==> src/rtl/pmem_pkg.sv <==
// Shared constants, FSM state type and the saturating-increment helper for the
// pmem_responder line-memory model.
package pmem_pkg;

    localparam int LINE_WIDTH  = 256;
    localparam int OFFSET_BITS = 5;
    localparam int CNT_WIDTH   = 8;
    localparam int STAT_WIDTH  = 16;

    typedef enum logic [1:0] {
        ST_IDLE = 2'd0,
        ST_BUSY = 2'd1,
        ST_RESP = 2'd2
    } pmem_state_e;

    function automatic logic [STAT_WIDTH-1:0] sat_inc(input logic [STAT_WIDTH-1:0] v);
        return (v == {STAT_WIDTH{1'b1}}) ? v : v + {{(STAT_WIDTH-1){1'b0}}, 1'b1};
    endfunction

endpackage

==> src/rtl/pmem_line_array.sv <==
// Line store: one synchronous write port, one combinational read port, no reset.
module pmem_line_array
    import pmem_pkg::*;
#(
    parameter int INDEX_BITS = 4
) (
    input  logic                  clk,
    input  logic                  we,
    input  logic [INDEX_BITS-1:0] waddr,
    input  logic [LINE_WIDTH-1:0] wdata,
    input  logic [INDEX_BITS-1:0] raddr,
    output logic [LINE_WIDTH-1:0] rdata
);

    logic [LINE_WIDTH-1:0] mem_q [2**INDEX_BITS];

    // Line write; contents deliberately survive reset.
    always_ff @(posedge clk) begin
        if (we) begin
            mem_q[waddr] <= wdata;
        end
    end

    assign rdata = mem_q[raddr];

endmodule

==> src/rtl/pmem_responder.sv <==
// Fixed-latency cache-line memory responder (IDLE -> BUSY -> RESP).
// Optional transaction statistics enabled by macro PMEM_RESPONDER_STATS_EN.
module pmem_responder
    import pmem_pkg::*;
#(
    parameter int LATENCY    = 10,
    parameter int INDEX_BITS = 4
) (
    input  logic                  clk,
    input  logic                  rst,
    input  logic [31:0]           pmem_address,
    input  logic                  pmem_read,
    input  logic                  pmem_write,
    input  logic [LINE_WIDTH-1:0] pmem_wdata,
    output logic [LINE_WIDTH-1:0] pmem_rdata,
    output logic                  pmem_resp,
    output logic                  proto_err,
    output logic [STAT_WIDTH-1:0] read_count,
    output logic [STAT_WIDTH-1:0] write_count
);

    if (LATENCY < 2 || LATENCY > 255) begin : g_bad_latency
        $error("pmem_responder: LATENCY must be within 2..255");
    end

    localparam logic [CNT_WIDTH-1:0] CNT_LOAD = CNT_WIDTH'(LATENCY - 2);

    pmem_state_e           state_q, state_d;
    logic [CNT_WIDTH-1:0]  cnt_q, cnt_d;
    logic                  wr_q, wr_d;
    logic [INDEX_BITS-1:0] idx_q, idx_d;
    logic [LINE_WIDTH-1:0] wdata_q, wdata_d;
    logic [LINE_WIDTH-1:0] rdata_q, rdata_d;
    logic                  resp_q, resp_d;
    logic                  err_q, err_d;
    logic [LINE_WIDTH-1:0] line_rd_s;
    logic                  line_we_s;
    logic                  unused_addr_s;

    assign unused_addr_s = ^{pmem_address[31:OFFSET_BITS+INDEX_BITS],
                             pmem_address[OFFSET_BITS-1:0]};

    // The store is written only in RESP, so a reset during BUSY never commits.
    assign line_we_s = (state_q == ST_RESP) && wr_q;

    pmem_line_array #(
        .INDEX_BITS(INDEX_BITS)
    ) u_lines (
        .clk  (clk),
        .we   (line_we_s),
        .waddr(idx_q),
        .wdata(wdata_q),
        .raddr(idx_q),
        .rdata(line_rd_s)
    );

    // Next-state and output-register logic of the transaction FSM.
    always_comb begin
        state_d = state_q;
        cnt_d   = cnt_q;
        wr_d    = wr_q;
        idx_d   = idx_q;
        wdata_d = wdata_q;
        rdata_d = rdata_q;
        resp_d  = 1'b0;
        err_d   = err_q;
        case (state_q)
            ST_IDLE: begin
                if (pmem_read || pmem_write) begin
                    state_d = ST_BUSY;
                    cnt_d   = CNT_LOAD;
                    wr_d    = pmem_write;
                    idx_d   = pmem_address[OFFSET_BITS +: INDEX_BITS];
                    wdata_d = pmem_wdata;
                    if (pmem_read && pmem_write) begin
                        err_d = 1'b1;
                    end else begin
                        err_d = err_q;
                    end
                end else begin
                    state_d = ST_IDLE;
                end
            end
            ST_BUSY: begin
                if (cnt_q == {CNT_WIDTH{1'b0}}) begin
                    state_d = ST_RESP;
                    resp_d  = 1'b1;
                    if (!wr_q) begin
                        rdata_d = line_rd_s;
                    end else begin
                        rdata_d = rdata_q;
                    end
                end else begin
                    cnt_d = cnt_q - CNT_WIDTH'(1);
                end
            end
            ST_RESP: begin
                state_d = ST_IDLE;
            end
            default: begin
                state_d = ST_IDLE;
            end
        endcase
    end

    // FSM and latched-transaction registers.
    always_ff @(posedge clk or negedge rst) begin
        if (!rst) begin
            state_q <= ST_IDLE;
            cnt_q   <= {CNT_WIDTH{1'b0}};
            wr_q    <= 1'b0;
            idx_q   <= {INDEX_BITS{1'b0}};
            wdata_q <= {LINE_WIDTH{1'b0}};
            rdata_q <= {LINE_WIDTH{1'b0}};
            resp_q  <= 1'b0;
            err_q   <= 1'b0;
        end else begin
            state_q <= state_d;
            cnt_q   <= cnt_d;
            wr_q    <= wr_d;
            idx_q   <= idx_d;
            wdata_q <= wdata_d;
            rdata_q <= rdata_d;
            resp_q  <= resp_d;
            err_q   <= err_d;
        end
    end

    assign pmem_rdata = rdata_q;
    assign pmem_resp  = resp_q;
    assign proto_err  = err_q;

`ifdef PMEM_RESPONDER_STATS_EN
    logic [STAT_WIDTH-1:0] rd_cnt_q, wr_cnt_q;

    // Completed-transaction counters, bumped at the end of each RESP cycle.
    always_ff @(posedge clk or negedge rst) begin
        if (!rst) begin
            rd_cnt_q <= {STAT_WIDTH{1'b0}};
            wr_cnt_q <= {STAT_WIDTH{1'b0}};
        end else if (state_q == ST_RESP) begin
            if (wr_q) begin
                wr_cnt_q <= sat_inc(wr_cnt_q);
            end else begin
                rd_cnt_q <= sat_inc(rd_cnt_q);
            end
        end else begin
            rd_cnt_q <= rd_cnt_q;
            wr_cnt_q <= wr_cnt_q;
        end
    end

    assign read_count  = rd_cnt_q;
    assign write_count = wr_cnt_q;
`else
    assign read_count  = {STAT_WIDTH{1'b0}};
    assign write_count = {STAT_WIDTH{1'b0}};
`endif

endmodule

==> config.mk <==
export PLATFORM = sky130hd
export DESIGN_NAME = pmem_responder
export DESIGN_NICKNAME = d
export VERILOG_FILES = /design/src/rtl/pmem_pkg.sv /design/src/rtl/pmem_line_array.sv /design/src/rtl/pmem_responder.sv
export SDC_FILE = /design/constraint.sdc
export NUM_CORES = 2
export LEC_CHECK = 0
export BUFFER_PORTS_ARGS = -buffer_cell sky130_fd_sc_hd__buf_2
export CAP_MARGIN = 20
export CORE_AREA = 2 2 562 564
export CTS_CLUSTER_DIAMETER = 100
export DETAILED_ROUTE_END_ITERATION = 8
export DIE_AREA = 0 0 564 566
export GPL_TIMING_DRIVEN = 0
export PLACE_DENSITY = 0.83
export SYNTH_ARGS = -nofsm -noshare
export SYNTH_HDL_FRONTEND = slang
export SYNTH_HIERARCHICAL = 1
export SYNTH_SLANG_ARGS = --single-unit
==> constraint.sdc <==
create_clock -name clk -period 19.95 [get_ports clk]
set_clock_uncertainty 0.2 [all_clocks]
set_input_delay 3.99 -clock clk [delete_from_list [all_inputs] [get_ports clk]]
set_output_delay 3.99 -clock clk [all_outputs]
set_load 0.1 [all_outputs]
==> flow_summary.ini <==
[pwr]
seqPwrFrac = 0.431
switchingPower_mw = 11.7
irDropWorstVdd_mv = 0.175
power_density_nw_per_um2 = 159
total_power_mw = 32.1
p_int_mw = 20.4
leakage_nw = 68.9
p_clk_frac = 0.262
switching_share = 0.364
comb_power_share = 0.307

[sta]
hold_viol = 0
period_needed_ps = 7290
rsz0062_at_grt = false
min_period_over_period = 0.365
whs_ps = 267
slew_violations = 0
max_freq_mhz = 137
fin_setup_tns_ps = 0
worstMarginPinSlew_ps = 1320
setup_viol = 0
slew_headroom = 0.121

[die]
die_x_microns = 564
start_util = 0.557
coreArea_sq_um = 313000
dieArea_sq_um = 319000
num_io_pins = 582
fp.dieH_microns = 566
core.rowCount = 206

[route]
drt_first_pass_iters = 7
via_count = 91600
drt-initial-drc-count = 15800
wl_per_cell_microns = 37.5
viasPerCell = 6.81
final_antenna_net_count = 0
totalWireLength_microns = 505000
drc = 0

[setup_path]
cp_max_fo = 10
r2r_slack_ps = 15040
critPathKind = in -> reg
reg2regPathDepth = 6
cp-startpoint = pmem_write
endpoint_kind = flop
worstReg2RegEnd = wdata_q[208]$_DFFE_PN0P_
crit-reg2reg-launch = state_q[0]$_DFFE_PN0P_
cp-endpoint = wdata_q[208]$_DFFE_PN0P_
critPathRequiredTime_ps = 20580
startpoint_type = primary input
cp.arrival_ps = 7920

[final_layout]
layout_commonest_cell = edfxtp_1
final_cell_mix = 4096 x edfxtp_1, 968 x mux4_2, 588 x buf_2
drive_gt1_frac = 0.358
final_nets = 9183
fillCellCount = 18800
fin_util = 0.646
syn_to_final_growth_pct = 16.0

[clock_tree]
cts-buffers-inserted = 430
clock_latency_ps = 1000
cts_resized = 0
cts-root-buf = clkbuf_16
htreeDepth = 5
clock-sinks = 4625
path_clk_slew_ps = 60
clk_path_buf_depth = 4
cts_setup_buffers = 0
holdBufCountCts = 0
cts_tree = built

[yosys]
yosysSeqAreaShare = 0.781
yosysWarningCount = 6
yosysUniqueCellTypes = 46
synthCells = 7582
async_flop_share = 0.114
synth_enable_flop_cells = 4096
avgSynthCellArea_sq_um = 23.0
synth.cell_area_sq_um = 174000
synth_flop_cell = edfxtp_1
ys_seq_elements = 4625

[status]
status = completed

[placement]
gp_congestion = 0.805
port_buffers = 521
dpl.hpwl_microns = 305000

[global_route]
antenna_found_initial = 32
grtUsageMet2 = 0.502
grt-ovfl-total = 0
met3_usage = 0.0885
grt_util_all_layers = 0.314
busiest_layer = met2
grt_pass1_wl_microns = 704000
grt_max_degree = 106
grt_pass1_vias = 93100
met1_usage = 0.392

[worst_hold_path]
hp-class = reg -> reg

[flow_run]
drv_cap = 0
worst max-delay path: stages:
cell	delay [ps]
buf_2	110
nor2_1	100
nor2_1	790
clkbuf_1	940
clkbuf_2	800
clkbuf_1	740
mux2_2	420
routing by layer:
metal,routed length (microns),vias up
li1,-,34400
met1,162000,47200
met2,243000,8408
met3,67200,1591
met4,32600,20
met5,138,-
how the worst min path moves through the flow:
stage,startpoint,to,slack (ps),depth (start not counted)
after floorplan,wr_q$_DFFE_PN0P_,wr_q$_DFFE_PN0P_,270,1
after global placement,proto_err$_DFFE_PN0P_,proto_err$_DFFE_PN0P_,250,1
after detailed placement,proto_err$_DFFE_PN0P_,proto_err$_DFFE_PN0P_,260,1
after CTS,proto_err$_DFFE_PN0P_,proto_err$_DFFE_PN0P_,270,1
after global routing,proto_err$_DFFE_PN0P_,proto_err$_DFFE_PN0P_,300,1
final,proto_err$_DFFE_PN0P_,proto_err$_DFFE_PN0P_,270,1
sequential cells by signal, summed over array words and instances, names as in the netlist:
name           count
cnt_q              8
idx_q              4
pmem_rdata       256
pmem_resp          1
proto_err          1
state_q            2
u_lines/mem_q   4096
wdata_q          256
wr_q               1
logic make-up (layout without fill, tap and decap cells):
logic type	count (synthesis)	count (layout)	synth area share
buffers and inverters	447	2102	0.0142
other	1	58	0.0000215
adder cells (fa/ha/maj)	2	2	0.000143
flip-flops	4625	4625	0.781
AND/OR/NAND/NOR	321	321	0.00842
multiplexers	1628	1628	0.172
AO/OA/AOI/OAI	558	558	0.0240
area by class of cell:
class | count | area [sq um] | area share
sequential | 4625 | 136000 | 0.673
multi-input combinational | 2541 | 36000 | 0.178
clock buffer | 565 | 11600 | 0.0572
timing repair buffer | 844 | 8110 | 0.0400
tap | 4160 | 5200 | 0.0257
clock inverter | 246 | 2800 | 0.0138
buffer | 444 | 2470 | 0.0122
antenna | 26 | 65.1 | 0.000321
inverter | 3 | 11.3 | 0.0000556
synth_stat cells, types with 3 or more instances:
library cell,count,area [sq um]
a221oi_1,23,201
a21oi_1,4,20.0
nor2_1,19,71.3
o221ai_1,33,289
nor2b_1,40,250
buf_2,68,340
edfxtp_1,4096,123000
buf_4,119,893
buf_1,38,143
o22a_1,6,52.6
and2_1,3,18.8
a22oi_1,450,3380
mux2i_1,37,370
buf_6,35,394
or4_1,3,22.5
nor3_1,8,40.0
dfrtp_1,529,13200
nand2_1,203,762
mux2_2,383,4310
o21ai_0,32,160
clkbuf_1,184,691
or2_2,3,18.8
nand3b_1,3,22.5
mux2_4,240,3600
inv_1,3,11.3
nand2b_1,28,175
mux4_2,968,21800
through the flow:
stage,instances,cell area (sq um),setup WS (ps)
2_1_floorplan,7613,175000,157
6_report,13500,202000,12660
3_3_place_gp,12300,182000,-20900
4_1_cts,13400,202000,12970
5_1_grt,13400,202000,12710
3_5_place_dp,12600,188000,11980
power by group through the flow:
stage | registers [mW] | logic [mW] | clock network [mW]
global placement | 13.7 | 9.20 | 0
CTS | 13.8 | 9.75 | 8.42
detailed placement | 13.9 | 9.50 | 0
floorplan | 15.2 | 4.74 | 0
global route | 14.0 | 10.1 | 8.76
finish | 13.8 | 9.86 | 8.40
Power figures use the tool's default switching activity.
